`src/rtl/writeback_if.sv`:
```
// writeback_if - bundle of the writeback stage's execute, decode, host and
// status signals.
//   slave  : seen by the writeback stage (results/reads/host in, status out)
//   master : seen by whoever drives the stage (execute/decode/host/bench)
// Signals:
//   v_i/stall_o/wb_i/rd_num_i/rd_data_i : result handshake from execute
//   ra_i/rb_i -> ra_data_o/rb_data_o    : decode read ports (combinational)
//   host_we_i/host_addr_i/host_data_i   : host/debug register write
//   empty_o, retired_o                  : queue status and commit counter
interface writeback_if #(
  parameter int WORD = 32,
  parameter int W_RD = 5
);
  logic            v_i;
  logic            stall_o;
  logic            wb_i;
  logic [W_RD-1:0] rd_num_i;
  logic [WORD-1:0] rd_data_i;
  logic [W_RD-1:0] ra_i;
  logic [W_RD-1:0] rb_i;
  logic [WORD-1:0] ra_data_o;
  logic [WORD-1:0] rb_data_o;
  logic            host_we_i;
  logic [W_RD-1:0] host_addr_i;
  logic [WORD-1:0] host_data_i;
  logic            empty_o;
  logic [31:0]     retired_o;

  modport slave (
    input  v_i, wb_i, rd_num_i, rd_data_i, ra_i, rb_i,
           host_we_i, host_addr_i, host_data_i,
    output stall_o, ra_data_o, rb_data_o, empty_o, retired_o
  );

  modport master (
    output v_i, wb_i, rd_num_i, rd_data_i, ra_i, rb_i,
           host_we_i, host_addr_i, host_data_i,
    input  stall_o, ra_data_o, rb_data_o, empty_o, retired_o
  );
endinterface

```
`src/rtl/writeback.sv`:
```
// writeback - final pipeline stage.
// Buffers execute results in a 2-entry in-order queue, drains one entry per
// cycle into the register file, forwards pending entries to two read ports,
// and lets a host write port pre-empt the drain for a cycle.
// Ports:
//   clk  : clock
//   rst  : asynchronous, active-low reset
//   bus  : writeback_if.slave (handshake, read ports, host port, status)
// Build option:
//   VENUS_R0_ZERO_EN - r0 hardwired to zero (writes dropped, reads return 0,
//                      queued r0 entries still pop and still count as retired)
module writeback #(
  parameter int WORD = 32,
  parameter int W_RD = 5
) (
  input  logic        clk,
  input  logic        rst,
  writeback_if.slave  bus
);
  localparam int N_RF = 1 << W_RD;

  // Queue storage: slot 0 is always the head, slot 1 the tail when count==2.
  logic [W_RD-1:0] num_r  [2];
  logic [WORD-1:0] data_r [2];
  logic [1:0]      count_r;
  logic            stall_r;
  logic            empty_r;
  logic [31:0]     retired_r;
  logic [WORD-1:0] rf_r [N_RF];

  logic            pop_s;
  logic            push_s;
  logic [1:0]      count_nxt_s;
  logic            wr_en_s;
  logic            rf_we_s;
  logic [W_RD-1:0] rf_addr_s;
  logic [WORD-1:0] rf_wdata_s;

  // Read mux: tail beats head beats register file.
  function automatic logic [WORD-1:0] read_sel(
    input logic [W_RD-1:0] a,
    input logic [1:0]      cnt,
    input logic [W_RD-1:0] n0,
    input logic [WORD-1:0] d0,
    input logic [W_RD-1:0] n1,
    input logic [WORD-1:0] d1,
    input logic [WORD-1:0] rfv
  );
    logic [WORD-1:0] r;
`ifdef VENUS_R0_ZERO_EN
    if (a == {W_RD{1'b0}}) begin
      r = {WORD{1'b0}};
    end else
`endif
    if ((cnt == 2'd2) && (n1 == a)) begin
      r = d1;
    end else if ((cnt != 2'd0) && (n0 == a)) begin
      r = d0;
    end else begin
      r = rfv;
    end
    return r;
  endfunction

  // Handshake decode and next occupancy; push is only possible below full.
  always_comb begin
    pop_s  = (count_r != 2'd0) && !bus.host_we_i;
    push_s = bus.v_i && bus.wb_i && !stall_r;
    case ({push_s, pop_s})
      2'b10:   count_nxt_s = count_r + 2'd1;
      2'b01:   count_nxt_s = count_r - 2'd1;
      default: count_nxt_s = count_r;
    endcase
  end

  // Shared register-file write port: host first, otherwise the queue head.
  always_comb begin
    if (bus.host_we_i) begin
      wr_en_s    = 1'b1;
      rf_addr_s  = bus.host_addr_i;
      rf_wdata_s = bus.host_data_i;
    end else if (pop_s) begin
      wr_en_s    = 1'b1;
      rf_addr_s  = num_r[0];
      rf_wdata_s = data_r[0];
    end else begin
      wr_en_s    = 1'b0;
      rf_addr_s  = {W_RD{1'b0}};
      rf_wdata_s = {WORD{1'b0}};
    end
  end

`ifdef VENUS_R0_ZERO_EN
  assign rf_we_s = wr_en_s && (rf_addr_s != {W_RD{1'b0}});
`else
  assign rf_we_s = wr_en_s;
`endif

  // Queue shift/insert plus registered status outputs.
  always_ff @(posedge clk or negedge rst) begin
    if (!rst) begin
      for (int i = 0; i < 2; i++) begin
        num_r[i]  <= {W_RD{1'b0}};
        data_r[i] <= {WORD{1'b0}};
      end
      count_r   <= 2'd0;
      stall_r   <= 1'b0;
      empty_r   <= 1'b1;
      retired_r <= 32'd0;
    end else begin
      if (pop_s) begin
        num_r[0]  <= num_r[1];
        data_r[0] <= data_r[1];
      end
      // With a pop in flight the only legal occupancy is 1, so the new entry
      // lands in the slot the head just vacated (overriding the shift).
      if (push_s) begin
        if (pop_s || (count_r == 2'd0)) begin
          num_r[0]  <= bus.rd_num_i;
          data_r[0] <= bus.rd_data_i;
        end else begin
          num_r[1]  <= bus.rd_num_i;
          data_r[1] <= bus.rd_data_i;
        end
      end
      count_r <= count_nxt_s;
      stall_r <= (count_nxt_s == 2'd2);
      empty_r <= (count_nxt_s == 2'd0);
      if (pop_s) begin
        retired_r <= retired_r + 32'd1;
      end
    end
  end

  // Architectural register file.
  always_ff @(posedge clk or negedge rst) begin
    if (!rst) begin
      for (int i = 0; i < N_RF; i++) begin
        rf_r[i] <= {WORD{1'b0}};
      end
    end else if (rf_we_s) begin
      rf_r[rf_addr_s] <= rf_wdata_s;
    end
  end

  // Decode read ports with forwarding from pending entries.
  always_comb begin
    bus.ra_data_o = read_sel(bus.ra_i, count_r, num_r[0], data_r[0],
                             num_r[1], data_r[1], rf_r[bus.ra_i]);
    bus.rb_data_o = read_sel(bus.rb_i, count_r, num_r[0], data_r[0],
                             num_r[1], data_r[1], rf_r[bus.rb_i]);
  end

  assign bus.stall_o   = stall_r;
  assign bus.empty_o   = empty_r;
  assign bus.retired_o = retired_r;
endmodule

```
`src/flat_wrapper.sv`:
```
// flat-port wrapper written by rule: the top's interface ports become plain ports
module writeback_flat 
#(
  parameter int WORD = 32,
  parameter int W_RD = 5
)
  (clk, rst, bus_v_i, bus_wb_i, bus_rd_num_i, bus_rd_data_i, bus_ra_i, bus_rb_i, bus_host_we_i, bus_host_addr_i, bus_host_data_i, bus_stall_o, bus_ra_data_o, bus_rb_data_o, bus_empty_o, bus_retired_o);
  writeback_if #(.WORD(WORD), .W_RD(W_RD)) bus_i ();
  input  logic clk;
  input  logic rst;
  input wire logic [$bits(bus_i.v_i)-1:0] bus_v_i;
  input wire logic [$bits(bus_i.wb_i)-1:0] bus_wb_i;
  input wire logic [$bits(bus_i.rd_num_i)-1:0] bus_rd_num_i;
  input wire logic [$bits(bus_i.rd_data_i)-1:0] bus_rd_data_i;
  input wire logic [$bits(bus_i.ra_i)-1:0] bus_ra_i;
  input wire logic [$bits(bus_i.rb_i)-1:0] bus_rb_i;
  input wire logic [$bits(bus_i.host_we_i)-1:0] bus_host_we_i;
  input wire logic [$bits(bus_i.host_addr_i)-1:0] bus_host_addr_i;
  input wire logic [$bits(bus_i.host_data_i)-1:0] bus_host_data_i;
  output wire logic [$bits(bus_i.stall_o)-1:0] bus_stall_o;
  output wire logic [$bits(bus_i.ra_data_o)-1:0] bus_ra_data_o;
  output wire logic [$bits(bus_i.rb_data_o)-1:0] bus_rb_data_o;
  output wire logic [$bits(bus_i.empty_o)-1:0] bus_empty_o;
  output wire logic [$bits(bus_i.retired_o)-1:0] bus_retired_o;
  assign bus_i.v_i = bus_v_i;
  assign bus_i.wb_i = bus_wb_i;
  assign bus_i.rd_num_i = bus_rd_num_i;
  assign bus_i.rd_data_i = bus_rd_data_i;
  assign bus_i.ra_i = bus_ra_i;
  assign bus_i.rb_i = bus_rb_i;
  assign bus_i.host_we_i = bus_host_we_i;
  assign bus_i.host_addr_i = bus_host_addr_i;
  assign bus_i.host_data_i = bus_host_data_i;
  assign bus_stall_o = bus_i.stall_o;
  assign bus_ra_data_o = bus_i.ra_data_o;
  assign bus_rb_data_o = bus_i.rb_data_o;
  assign bus_empty_o = bus_i.empty_o;
  assign bus_retired_o = bus_i.retired_o;
  writeback #(.WORD(WORD), .W_RD(W_RD)) u_core (.clk(clk), .rst(rst), .bus(bus_i));
endmodule
```
`config.mk`:
```
export PLATFORM = sky130hd
export DESIGN_NAME = writeback_flat
export DESIGN_NICKNAME = d
export VERILOG_FILES = /design/src/rtl/writeback_if.sv /design/src/rtl/writeback.sv /design/src/flat_wrapper.sv
export SDC_FILE = /design/constraint.sdc
export NUM_CORES = 2
export LEC_CHECK = 0
export ABC_CLOCK_PERIOD_IN_PS = 4200
export BUFFER_PORTS_ARGS = -buffer_cell sky130_fd_sc_hd__buf_2
export CAP_MARGIN = 20
export CORE_MARGIN = 2
export CORE_UTILIZATION = 58
export DETAILED_ROUTE_END_ITERATION = 10
export HOLD_SLACK_MARGIN = 0.05
export PLACE_DENSITY = 0.79
export SYNTH_ARGS = -nofsm -noshare
export SYNTH_HDL_FRONTEND = slang
export SYNTH_SLANG_ARGS = --single-unit
export TNS_END_PERCENT = 10
```
`constraint.sdc`:
```
create_clock -name clk -period 4.2 [get_ports clk]
set_clock_uncertainty 0.15 [all_clocks]
set_input_delay 1.05 -clock clk [delete_from_list [all_inputs] [get_ports clk]]
set_output_delay 1.05 -clock clk [all_outputs]
set_load 0.01 [all_outputs]
```
==> key figures <==
Placed design
  – PortBufs: ~190
  – GPL Wtd Cong: 0.971
  – Post-DP Area: 0.0660 mm2
  – Post-DP HPWL: 138000 um

Clock network
  – CTS Buf Count: 114
  – H-tree depth: 3
  – Clock Tree Buf Depth: 3
  – Hold-fix buffers, CTS: 0
  – TritonCTS clock tree: built
  – Clock latency on the worst-skew pair: just over 0.7 ns
  – Clock Tree Root: clkbuf_16
  – Clk slew on worst S/H paths: 0.06 ns
  – Clk sinks: approximately 1100

Setup path
  – CP arrival: about 3.2 ns
  – Reg2Reg Setup Slack: 0.91 ns
  – Slowest Stage Delay on Critical Path: approximately 0.54 ns
  – Slowest CP cell: mux4_2
  – Req. time, crit path: around 3 ns
  – CP Max Fanout: 12
  – CP endpoint kind: primary output
  – Bufs and invs on worst path: 3
  – CP top delay family: multiplexers
  – Critical path class: in -> out
  – Worst setup SP type: input pin
  – Worst-path cell chain: buf_16 > buf_8 > mux4_2 > mux2i_1 > a22oi_1 > and4_1 > a221o_1 > buf_2

Synth
  – Post-Syn Nets: ~4900
  – Mapped cell area: approximately 0.061 mm2
  – Yosys top cell area share: between 40% and 50%
  – Area contributors post-synth: dfrtp_1, mux4_2, mux2_2
  – Syn Area/Cell: ~13 um2
  – Sequential cell area fraction in the yosys report: between 40% and 50%
  – YS warnings: 0
  – Synth cell count leaders: dfrtp_1, mux4_2, mux2_2, nor2_1, nand2_1
  – Post-synth top area cell: dfrtp_1
  – Post-synth ARST share: 100%
  – Most frequent cell after synthesis: dfrtp_1
  – Distinct cells, synth: 62
  – Yosys reg bits: between 1000 and 1500
  – Most used DFF post-synth: dfrtp_1
  – Post-Syn Instances: around 4800
  – Post-synth EDFFs: 0

STA
  – RSZ-0062 raised after global routing: true
  – Final hold vios: 0
  – Final Slew Violations: 0
  – Period utilisation layout: 104%
  – Worst Max-Slew Pin Slew: approximately 0.90 ns
  – Minimum clock period: between 4 and 5 ns
  – Fin Hold WS: ~0.1 ns
  – Fmax: 228 MHz
  – PnR worst setup slack: -0.178 ns
  – Setup violators final: 35
  – Slew headroom: between 30% and 40%

Die
  – Cell Rows: ~120
  – Die X: ~330 um
  – Initial Util: 58.6%
  – Total core area: 0.104 mm2
  – # IOs: around 190
  – Die ar.: 0.107 mm2
  – DIE HEIGHT: around 330 um

Detailed routing
  – Via count: ~49000
  – Initial DRC count: 7962
  – Wirelength per Cell: 33.9 um
  – Detailed-route vias per instance: 7.52
  – WL met1: approximately 72000 um
  – DRC violations left: 0
  – Wire length on met3: ~36000 um
  – Detail Route Antenna Nets: 0
  – WL met2: about 96000 um
  – DR top layer: met5
  – DRT Wirelength: roughly 220000 um
  – Pre-Repair DR Iteration Count: 8

Pwr
  – Clock Power Share: a little under a quarter
  – Cell-internal power: between 30 and 40 mW
  – Pwr Density: between 600 and 700 mW/mm2
  – Sequential power share: between 40% and 50%
  – Peak VDD IR: between 500 and 600 uV
  – Psw: approximately 18 mW
  – Combinational power share: 35.6%
  – Sw frac: between 30 and 40%
  – Leakage: ~30 nW

Global route
  – Total grt overflow: 0
  – Largest net degree at the start of global routing: between 100 and 150
  – GRT Total Usage: 40.9%
  – Initial antenna violation count: 12
  – First-pass GRT wire length: between 300000 and 400000 um
  – Vias in the first global route: roughly 50000

Layout
  – Filler Cell Count: roughly 6500
  – Final instance area: 0.0715 mm2
  – Fin util: between 60% and 70%
  – Syn-to-layout area delta: 17.8%
  – Proportion of layout cells with a drive suffix above 1: 42.5%
  – Number of nets in the layout: roughly 5200

Run
  – Max Cap Viol: 0

Hold path
  – Worst min path class: in -> async

Run status
  – Status: complete, but fails checks
  – Failing checks: negative setup slack
power by group through the flow:
stage          sequential, mW  clock, mW  combinational [mW]
2_1_floorplan            18.5          0                11.8
3_3_place_gp             19.6          0                15.5
3_5_place_dp             20.1          0                16.2
4_1_cts                  20.0       11.0                16.7
5_1_grt                  20.8       11.5                18.4
6_report                 20.5       11.1                17.5
metal layers:
layer	vias up	GRT usage [%]
met5	-	0.976
met4	14	28.8
met3	1331	16.7
met2	4775	58.8
met1	24700	50.3
li1	18600	-
cells in the final DEF, fill, tap and decap left out, types with 15 or more instances in the layout:
cell type / n
clkinv_2: 21
xor2_1: 20
nor2_4: 18
buf_16: 17
nand3_1: 26
nand4_1: 69
buf_2: 171
buf_6: 40
clkbuf_16: 125
mux2_2: 477
nand2_1: 347
bufinv_16: 15
xnor2_1: 32
a21oi_2: 112
a22o_1: 25
mux2_1: 69
nor2_1: 355
nand4b_1: 37
buf_4: 307
clkbuf_1: 15
buf_12: 102
a22oi_1: 147
a21boi_1: 23
o22ai_1: 43
o21ai_0: 150
a22oi_2: 28
nor2_2: 108
inv_1: 29
mux4_2: 511
mux2i_1: 49
dfrtp_1: 1130
clkbuf_8: 27
a21oi_1: 272
a31oi_1: 37
worst register-to-register path, delay by kind of cell (launching register included):
kind | cells | cell delay [ns]
multiplexers | 1 | 0.39
buffers and inverters | 1 | 0.30
flip-flops | 1 | 0.50
AO/OA/AOI/OAI | 2 | 1.00
AND/OR/NAND/NOR | 2 | 0.84
registers in the layout, indices dropped and copies added (netlist names):
| name | flops |
|---|---|
| u_core.rf_r | 1024 |
| u_core.data_r | 64 |
| u_core.bus.retired_o | 32 |
| u_core.num_r | 10 |
| u_core.count_r | 2 |
| u_core.bus.empty_o | 1 |
| u_core.bus.stall_o | 1 |
metrics by stage:
step	instances	total power, mW	setup slack, ns	setup TNS (ns)
after floorplan	4786	30.4	0.0813	0
after global placement	6322	35.1	-0.343	-5.17
after detailed placement	6322	36.3	-0.321	-5.93
after CTS	6548	47.7	-0.0437	-0.184
after global routing	6566	50.6	-0.143	-2.66
final	6571	49.0	-0.178	-2.10
cell families (layout without fill, tap and decap cells):
kind of cell             after synthesis  count (layout)  synth area share (%)
flip-flops                          1134            1134                  46.8
multiplexers                        1114            1114                  30.0
AND/OR/NAND/NOR                     1053            1053                  8.17
AO/OA/AOI/OAI                        931             931                  10.4
buffers and inverters                498             898                  3.84
XOR/XNOR                              54              54                 0.779
adder cells (fa/ha/maj)                2               2                0.0412
other                                  0               5                     0
worst paths after layout:
path                                                  to  depth (start not counted)                      from
worst max-delay path                   bus_ra_data_o[22]                          8               bus_ra_i[0]
worst min-delay path                    u_core.rf_r[678]                          1                       rst
worst max register to register          u_core.rf_r[309]                          6         u_core.count_r[0]
worst min register to register  u_core.bus.retired_o[31]                          1  u_core.bus.retired_o[31]
max in group asynchronous               u_core.rf_r[624]                          3                       rst
min in group clk                u_core.bus.retired_o[31]                          1  u_core.bus.retired_o[31]
cell type report:
| type | count | area [um2] | area share, % |
|---|---|---|---|
| Tap cell | 1380 | 1730 | 2.41 |
| Timing Repair Buffer | 658 | 6570 | 9.18 |
| Sequential cell | 1134 | 28400 | 39.7 |
| Clock buffer | 158 | 3340 | 4.67 |
| Inverter | 30 | 115 | 0.161 |
| Clock inverter | 52 | 687 | 0.961 |
| Multi-Input combinational cell | 3154 | 30700 | 42.9 |
| Antenna cell | 5 | 12.5 | 0.0175 |
timing repair:
| item | in CTS | in global routing |
|---|---|---|
| hold endpoints to repair | 0 | 0 |
| gates resized for setup | 86 | 92 |
| endpoints found under the setup margin | 53 | 60 |
| buffers inserted | 12 | 11 |
| pin swaps | 17 | 31 |
| gates cloned | 6 | 8 |
(Power assumes the default switching activity.)
